**config.mk**
```make
export PLATFORM = sky130hd
export DESIGN_NAME = stopwatch_ms_param
export DESIGN_NICKNAME = d
export VERILOG_FILES = /design/src/rtl/stopwatch_ms_param.sv
export SDC_FILE = /design/constraint.sdc
export NUM_CORES = 1
export LEC_CHECK = 0
export BUFFER_PORTS_ARGS = -buffer_cell sky130_fd_sc_hd__buf_4
export CELL_PAD_IN_SITES_DETAIL_PLACEMENT = 1
export CELL_PAD_IN_SITES_GLOBAL_PLACEMENT = 1
export CORE_MARGIN = 1.5
export CORE_UTILIZATION = 43
export CTS_BUF_LIST = sky130_fd_sc_hd__clkbuf_16
export DETAILED_ROUTE_END_ITERATION = 6
export GPL_TIMING_DRIVEN = 0
export PLACE_DENSITY = 0.77
export SYNTH_ARGS = -nofsm -noshare
export SYNTH_HDL_FRONTEND = slang
export SYNTH_SLANG_ARGS = --single-unit
```
**constraint.sdc**
```tcl
create_clock -name clk_i -period 3.9 [get_ports clk_i]
set_clock_uncertainty 0.2 [all_clocks]
set_input_delay 0.195 -clock clk_i [delete_from_list [all_inputs] [get_ports clk_i]]
set_output_delay 0.195 -clock clk_i [all_outputs]
set_load 0.02 [all_outputs]
```
**src/rtl/stopwatch_ms_param.sv**
```systemverilog
// stopwatch_ms_param: hh:mm:ss.mmm up/down stopwatch with ms prescaler,
// preset load, lap capture and one-cycle wrap/done pulses.
module stopwatch_ms_param #(
    parameter int CLK_DIV  = 100000,
    parameter int HOUR_MAX = 24,
    parameter int HOUR_W   = 5
) (
    input  logic              clk_i,
    input  logic              reset_i,
    input  logic              run_i,
    input  logic              mode_i,
    input  logic              clear_i,
    input  logic              load_i,
    input  logic [HOUR_W-1:0] hour_set_i,
    input  logic [5:0]        min_set_i,
    input  logic [5:0]        sec_set_i,
    input  logic              lap_i,
    output logic [9:0]        ms_o,
    output logic [5:0]        sec_o,
    output logic [5:0]        min_o,
    output logic [HOUR_W-1:0] hour_o,
    output logic [9:0]        lap_ms_o,
    output logic [5:0]        lap_sec_o,
    output logic [5:0]        lap_min_o,
    output logic [HOUR_W-1:0] lap_hour_o,
    output logic              lap_valid_o,
    output logic              wrap_o,
    output logic              done_o
);
    localparam int PW = $clog2(CLK_DIV);
    localparam logic [PW-1:0] PRE_LAST = PW'(CLK_DIV - 1);
    localparam logic [HOUR_W-1:0] HOUR_LAST = HOUR_W'(HOUR_MAX - 1);

    logic [PW-1:0]     pre_q, pre_d;
    logic [9:0]        ms_q, ms_d, lap_ms_q, lap_ms_d;
    logic [5:0]        sec_q, sec_d, min_q, min_d;
    logic [5:0]        lap_sec_q, lap_sec_d, lap_min_q, lap_min_d;
    logic [HOUR_W-1:0] hour_q, hour_d, lap_hour_q, lap_hour_d;
    logic              lap_valid_q, lap_valid_d, wrap_q, wrap_d, done_q, done_d;
    logic              tick, ms_c, sec_c, min_c, hour_c, ms_b, sec_b, min_b, zero;

    always_comb begin
        tick   = run_i && pre_q == PRE_LAST;
        ms_c   = ms_q == 10'd999;
        sec_c  = ms_c && sec_q == 6'd59;
        min_c  = sec_c && min_q == 6'd59;
        hour_c = min_c && hour_q == HOUR_LAST;
        ms_b   = ms_q == '0;
        sec_b  = ms_b && sec_q == '0;
        min_b  = sec_b && min_q == '0;
        zero   = min_b && hour_q == '0;
        pre_d  = tick ? '0 : pre_q + PW'(run_i);
        ms_d   = ms_q;
        sec_d  = sec_q;
        min_d  = min_q;
        hour_d = hour_q;
        wrap_d = 1'b0;
        done_d = 1'b0;
        // lap samples the pre-update time
        lap_ms_d    = lap_i ? ms_q : lap_ms_q;
        lap_sec_d   = lap_i ? sec_q : lap_sec_q;
        lap_min_d   = lap_i ? min_q : lap_min_q;
        lap_hour_d  = lap_i ? hour_q : lap_hour_q;
        lap_valid_d = lap_valid_q | lap_i;
        if (tick && !mode_i) begin
            ms_d   = ms_c ? '0 : ms_q + 10'd1;
            sec_d  = sec_c ? '0 : sec_q + 6'(ms_c);
            min_d  = min_c ? '0 : min_q + 6'(sec_c);
            hour_d = hour_c ? '0 : hour_q + HOUR_W'(min_c);
            wrap_d = hour_c;
        end else if (tick && !zero) begin
            ms_d   = ms_b ? 10'd999 : ms_q - 10'd1;
            sec_d  = sec_b ? 6'd59 : sec_q - 6'(ms_b);
            min_d  = min_b ? 6'd59 : min_q - 6'(sec_b);
            hour_d = hour_q - HOUR_W'(min_b);
            done_d = hour_q == '0 && min_q == '0 && sec_q == '0 && ms_q == 10'd1;
        end
        if (load_i) begin
            hour_d = hour_set_i > HOUR_LAST ? HOUR_LAST : hour_set_i;
            min_d  = min_set_i > 6'd59 ? 6'd59 : min_set_i;
            sec_d  = sec_set_i > 6'd59 ? 6'd59 : sec_set_i;
            ms_d   = '0;
            pre_d  = '0;
            wrap_d = 1'b0;
            done_d = 1'b0;
        end
        if (clear_i) begin
            {hour_d, min_d, sec_d, ms_d, pre_d} = '0;
            {lap_hour_d, lap_min_d, lap_sec_d, lap_ms_d, lap_valid_d} = '0;
            wrap_d = 1'b0;
            done_d = 1'b0;
        end
    end

    always_ff @(posedge clk_i or negedge reset_i) begin
        if (!reset_i) begin
            pre_q       <= '0;
            ms_q        <= '0;
            sec_q       <= '0;
            min_q       <= '0;
            hour_q      <= '0;
            lap_ms_q    <= '0;
            lap_sec_q   <= '0;
            lap_min_q   <= '0;
            lap_hour_q  <= '0;
            lap_valid_q <= 1'b0;
            wrap_q      <= 1'b0;
            done_q      <= 1'b0;
        end else begin
            pre_q       <= pre_d;
            ms_q        <= ms_d;
            sec_q       <= sec_d;
            min_q       <= min_d;
            hour_q      <= hour_d;
            lap_ms_q    <= lap_ms_d;
            lap_sec_q   <= lap_sec_d;
            lap_min_q   <= lap_min_d;
            lap_hour_q  <= lap_hour_d;
            lap_valid_q <= lap_valid_d;
            wrap_q      <= wrap_d;
            done_q      <= done_d;
        end
    end

    assign ms_o        = ms_q;
    assign sec_o       = sec_q;
    assign min_o       = min_q;
    assign hour_o      = hour_q;
    assign lap_ms_o    = lap_ms_q;
    assign lap_sec_o   = lap_sec_q;
    assign lap_min_o   = lap_min_q;
    assign lap_hour_o  = lap_hour_q;
    assign lap_valid_o = lap_valid_q;
    assign wrap_o      = wrap_q;
    assign done_o      = done_q;
endmodule

```
Word-level counts from Yosys, hierarchy flattened
Index checks and enable logic that the tools add are counted.

storage, ports and cells
  output and inout port bits = 57
  bits in registers = 74
  word-level logic and storage cells = 96
  input port bits = 24

cells by class
  equal/unequal tests = 6
  multiplexer cells = 45
  magnitude comparators = 3
  bitwise operators = 1
  add/sub/neg operators = 9
  reductions and logical operators = 20

operators by type and width
  operator               count
  $mux 6                 18
  $mux 10                8
  $mux 17                3
  $mux 5                 8
  $add 17x1->17          1
  $eq 17x17->1 const B   1
  $add 6x1->6            2
  $eq 6x6->1 const B     2
  $gt 6x6->1 const B     2
  $logic_and 1x1->1      12
  $logic_not 6->1        2
  $sub 6x1->6            2
  $add 10x1->10 const B  1
  $eq 10x1->1 const B    1
  $eq 10x10->1 const B   1
  $logic_not 10->1       1
  $sub 10x1->10 const B  1
  $mux 1                 8
  $add 5x1->5            1
  $eq 5x5->1 const B     1
  $gt 5x5->1 const B     1
  $logic_not 5->1        1
  $sub 5x1->5            1
  $reduce_bool 4->1      1
  3 further kinds        4

Longest topological paths before layout
  depth in word-level cells = 10
  mapped depth = 12
  gate-level depth less buffers = 12

Least setup slack after synthesis
No wires, ideal clock.

  kind = flip-flop to flip-flop
  start = register ms_q[0], in the netlist ms_o[0]
  end = register min_q[4], in the netlist min_o[4]
  data required time = 3635 ps
  arrival time = 2923 ps
  period minus slack after synthesis = 3188 ps
  buffers on the path = 0
  setup slack = 712 ps
  stages on the path, launching flop included = 13
  cells stage by stage = dfrtp_1 -> ha_1 -> nand3_1 -> or4_1 -> nor3_2 -> ha_1 -> ha_1 -> nand3_1 -> xor2_1 -> a21oi_1 -> o31ai_1 -> a311oi_1 -> o22a_1

between the ends
  longest elaborated chain between the ends = 8
  elaborated cells on any way between the ends = 18
  those cells by class = 2 x add/sub; 1 x eq/ne; 6 x mux; 9 x reduce/logical

RTL lines
  what                                              RTL line  text
  start: declaration                                35        logic [9:0] ms_q, ms_d, lap_ms_q, lap_ms_d;
  start signal: assignment                          111       ms_q <= ms_d;
  $logic_not 10->1                                  48        ms_b = ms_q == '0;
  $logic_and 1x1->1                                 49        sec_b = ms_b && sec_q == '0;
  $sub 6x1->6 or $logic_and 1x1->1 (tied branches)  74, 50
  $mux 6                                            74        min_d = min_b ? 6'd59 : min_q - 6'(sec_b);
  $mux 6                                            71        end else if (tick && !zero) begin
  $mux 6                                            65        if (tick && !mode_i) begin
  $mux 6                                            78        if (load_i) begin
  $mux 6                                            87        if (clear_i) begin
  end signal: assignment                            113       min_q <= min_d;
  end: declaration                                  36        logic [5:0] sec_q, sec_d, min_q, min_d;

Several ways; a longest one is shown, not always the timed one. The select of a mux whose other input is x is not followed.
A chain may end at the register's enable or synchronous reset.

Final worst setup path
Ends and elaborated chain as after synthesis.

==> metrics.cfg <==
[layout]
final_nets = 687
final_common_cell = nor2_1
drive_above_1_share = 0.198
final_cell_mix = nor2_1, buf_4, dfrtp_1, nand2_1
nFillCells = 1290
antenna_cells = 0
final_area_um2 = 6030
synthToLayoutAreaGrowth_pct = 23.4

[power]
peakVddDrop_mv = 0.267
fin_total_pwr_uw = 2560
switching_share = 0.356
power_frac_comb = 0.313
power.density_nw_per_um2 = 424
clkPwrFrac = 0.329
p_sw_uw = 910
p_seq_frac = 0.358
p_leak_uw = 0.00274
power.internal_uw = 1650

[clocking]
clk_pin_slew_ns = 0.06
clk_latency_ns = 0.35
clock_sinks = 74
cts_made_buffers = 9
h-tree-depth = 3
root_buffer = clkbuf_16
clockBufferDepth = 2
cts_tree = built

[route]
via_count = 4693
vias_per_cell = 5.94
firstDrtPassIters = 5
ant_nets = 0
wire_per_inst_um = 20.2
drt-total-wl_um = 16000
drc = 0
drt_iter0_markers = 256

[logic_synthesis]
synthDistinctLibCells = 70
synth_area_um2 = 4890
synth_area_leader_cell = dfrtp_1
synthSimpleGateAreaFrac = 0.248
synth_top_family_by_area = simple AND/OR/NAND/NOR gates
synth-seq-area-share = 0.379
synth-compound-area-share = 0.165
synth_xor_area_frac = 0.0484
synth.area.top_cells = dfrtp_1, nor2_1, mux2i_1
avgSynthCellArea_um2 = 8.90
ys_ff_latch = 74
synthesis.nets = 591
synthMuxAreaShare = 0.0597
synthCells = 549
synthArstFlopShare = 1.00
synth_top_area_frac = 0.379
ys_warn_count = 0
synth_ff_type = dfrtp_1
synth_fa_ha_area_frac = 0.0461
synth-edff-count = 0

[floorplan]
start_util = 0.447
coreArea_um2 = 10900
die_area_um2 = 12000
fp-row-count = 38
die_w_um = 110
die_y_um = 110
io_pins = 81

[global_routing]
grt_pass1_vias = 5015
antenna_found_initial = 0
grt_max_degree = 75
grtUsageTotal = 0.284
grt_pass1_wl_um = 25900
grt_overflow_total = 0

[job]
drv_cap = 0

[timing]
fin_crit_sh = 0.913
holdWs_ns = 0.0351
setup_viol = 0
maxSlewViolCount = 0
fin_crit_ns = 3.56
finalHoldViolCount = 0
rsz0062_at_grt = no
worstMarginPinSlew_ns = 1.30
slew_headroom = 0.129
max_freq_mhz = 281
tns_ns = 0

[setup_path]
r2r_setup_slack_ns = 0.34
startpoint_type = flip-flop
worstPathMaxFanout = 7
required_ns = 3.99
arrival_ns = 3.65
critical_path.endpoint_type = flip-flop
worstSetupPathType = reg -> reg

[placed_design]
dp_hpwl_um = 11500
port-buffer-count = 77
routabilityCongestion = 0.886
placed_area_um2 = 5640

[hold_path]
hold_class = in -> reg

[outcome]
status = complete, no violations

power groups by stage:
stage	combinational, uW	sequential, uW	clock (uW)
4_1_cts	798	913	859
3_5_place_dp	782	925	0
5_1_grt	874	922	891
3_3_place_gp	756	921	0
6_report	801	915	840
2_1_floorplan	449	977	0
Yosys cell counts, types with 3 or more instances:
cell type  count
nor4b_1        3
xnor2_1       15
ha_1          18
or2_2          4
nor3_1        17
a311oi_1       3
nand2b_1       5
nor2_1        81
a22oi_1        3
buf_1          3
xor2_1        12
nand4b_1       4
buf_6          5
nand3_1       28
a31oi_1        6
nor4_1         9
or3_1          6
o22a_1         3
clkbuf_1      19
o22ai_1        5
nand4_1        5
o21bai_1       3
and3_1        10
o21ai_0       22
mux2i_1       28
buf_2          6
nand2_1       41
a21oi_1       18
nor2b_1        4
a211oi_1      10
dfrtp_1       74
a32oi_1        3
inv_1         20
o41ai_2        6
logic make-up (layout without fill, tap and decap cells):
logic type | after synthesis | after routing
buffers and inverters | 56 | 157
DFF | 74 | 74
AOI/OAI and AO/OA | 107 | 107
muxes | 29 | 29
and+or+nand+nor | 238 | 238
adders and majority gates | 18 | 18
xor gates and xnor gates | 27 | 27
worst paths after layout:
kind                              start      endpoint  depth (start not counted)
max in group asynchronous       reset_i  lap_sec_o[4]                          2
min in group asynchronous       reset_i      pre_q[8]                          2
hold reg to reg             lap_valid_o   lap_valid_o                          2
hold / removal             sec_set_i[0]      sec_o[0]                          3
setup / recovery                ms_o[0]      min_o[4]                         12
setup reg to reg                ms_o[0]      min_o[4]                         12
registers in the layout (all words and copies together), names as in the netlist:
name / flops
lap_sec_o: 6
sec_o: 6
min_o: 6
done_o: 1
lap_min_o: 6
lap_ms_o: 10
pre_q: 17
lap_valid_o: 1
wrap_o: 1
hour_o: 5
ms_o: 10
lap_hour_o: 5
area by class of cell:
| cell class | count | area, um^2 | share of cell area |
|---|---|---|---|
| Sequential cell | 74 | 1850 | 0.307 |
| Inverter | 21 | 78.8 | 0.0131 |
| Timing Repair Buffer | 85 | 658 | 0.109 |
| Clock inverter | 7 | 70.1 | 0.0116 |
| Multi-Input combinational cell | 419 | 2790 | 0.462 |
| Clock buffer | 9 | 225 | 0.0373 |
| Buffer | 35 | 184 | 0.0305 |
| Tap cell | 140 | 175 | 0.0290 |
stage by stage:
stage / std cells / worst slack (ns) / utilization
detailed placement: 766 / 0.249 / 0.516
global placement: 766 / 0.315 / 0.516
CTS: 790 / 0.201 / 0.550
floorplan: 549 / 0.712 / -
finish: 790 / 0.341 / 0.551
global route: 790 / 0.102 / 0.551
critical path, cell delays in order, from the launching register on:
cell and delay [ns]:
dfrtp_1 0.47, ha_1 0.26, nand3_1 0.18, or4_4 0.59
nor3_4 0.35, ha_1 0.30, ha_1 0.21, nand3_1 0.11
xor2_1 0.17, a21oi_1 0.13, o31ai_1 0.07, a311oi_1 0.28
o22a_1 0.17
repair_timing:
action                                 CTS  global route
setup buffers                            0             0
endpoints found under the hold margin   81             0
setup endpoints to repair                0             2
hold buffers                             8             0
gates resized for setup                  0             3
routing by layer:
layer,GRT usage,vias up,part of all wire
met5,0,-,0
met4,0.117,0,0.028
met3,0.0622,35,0.055
met2,0.485,178,0.49
met1,0.345,2305,0.42
li1,-,2175,-
Note: power is estimated with default switching activity, not from simulation.
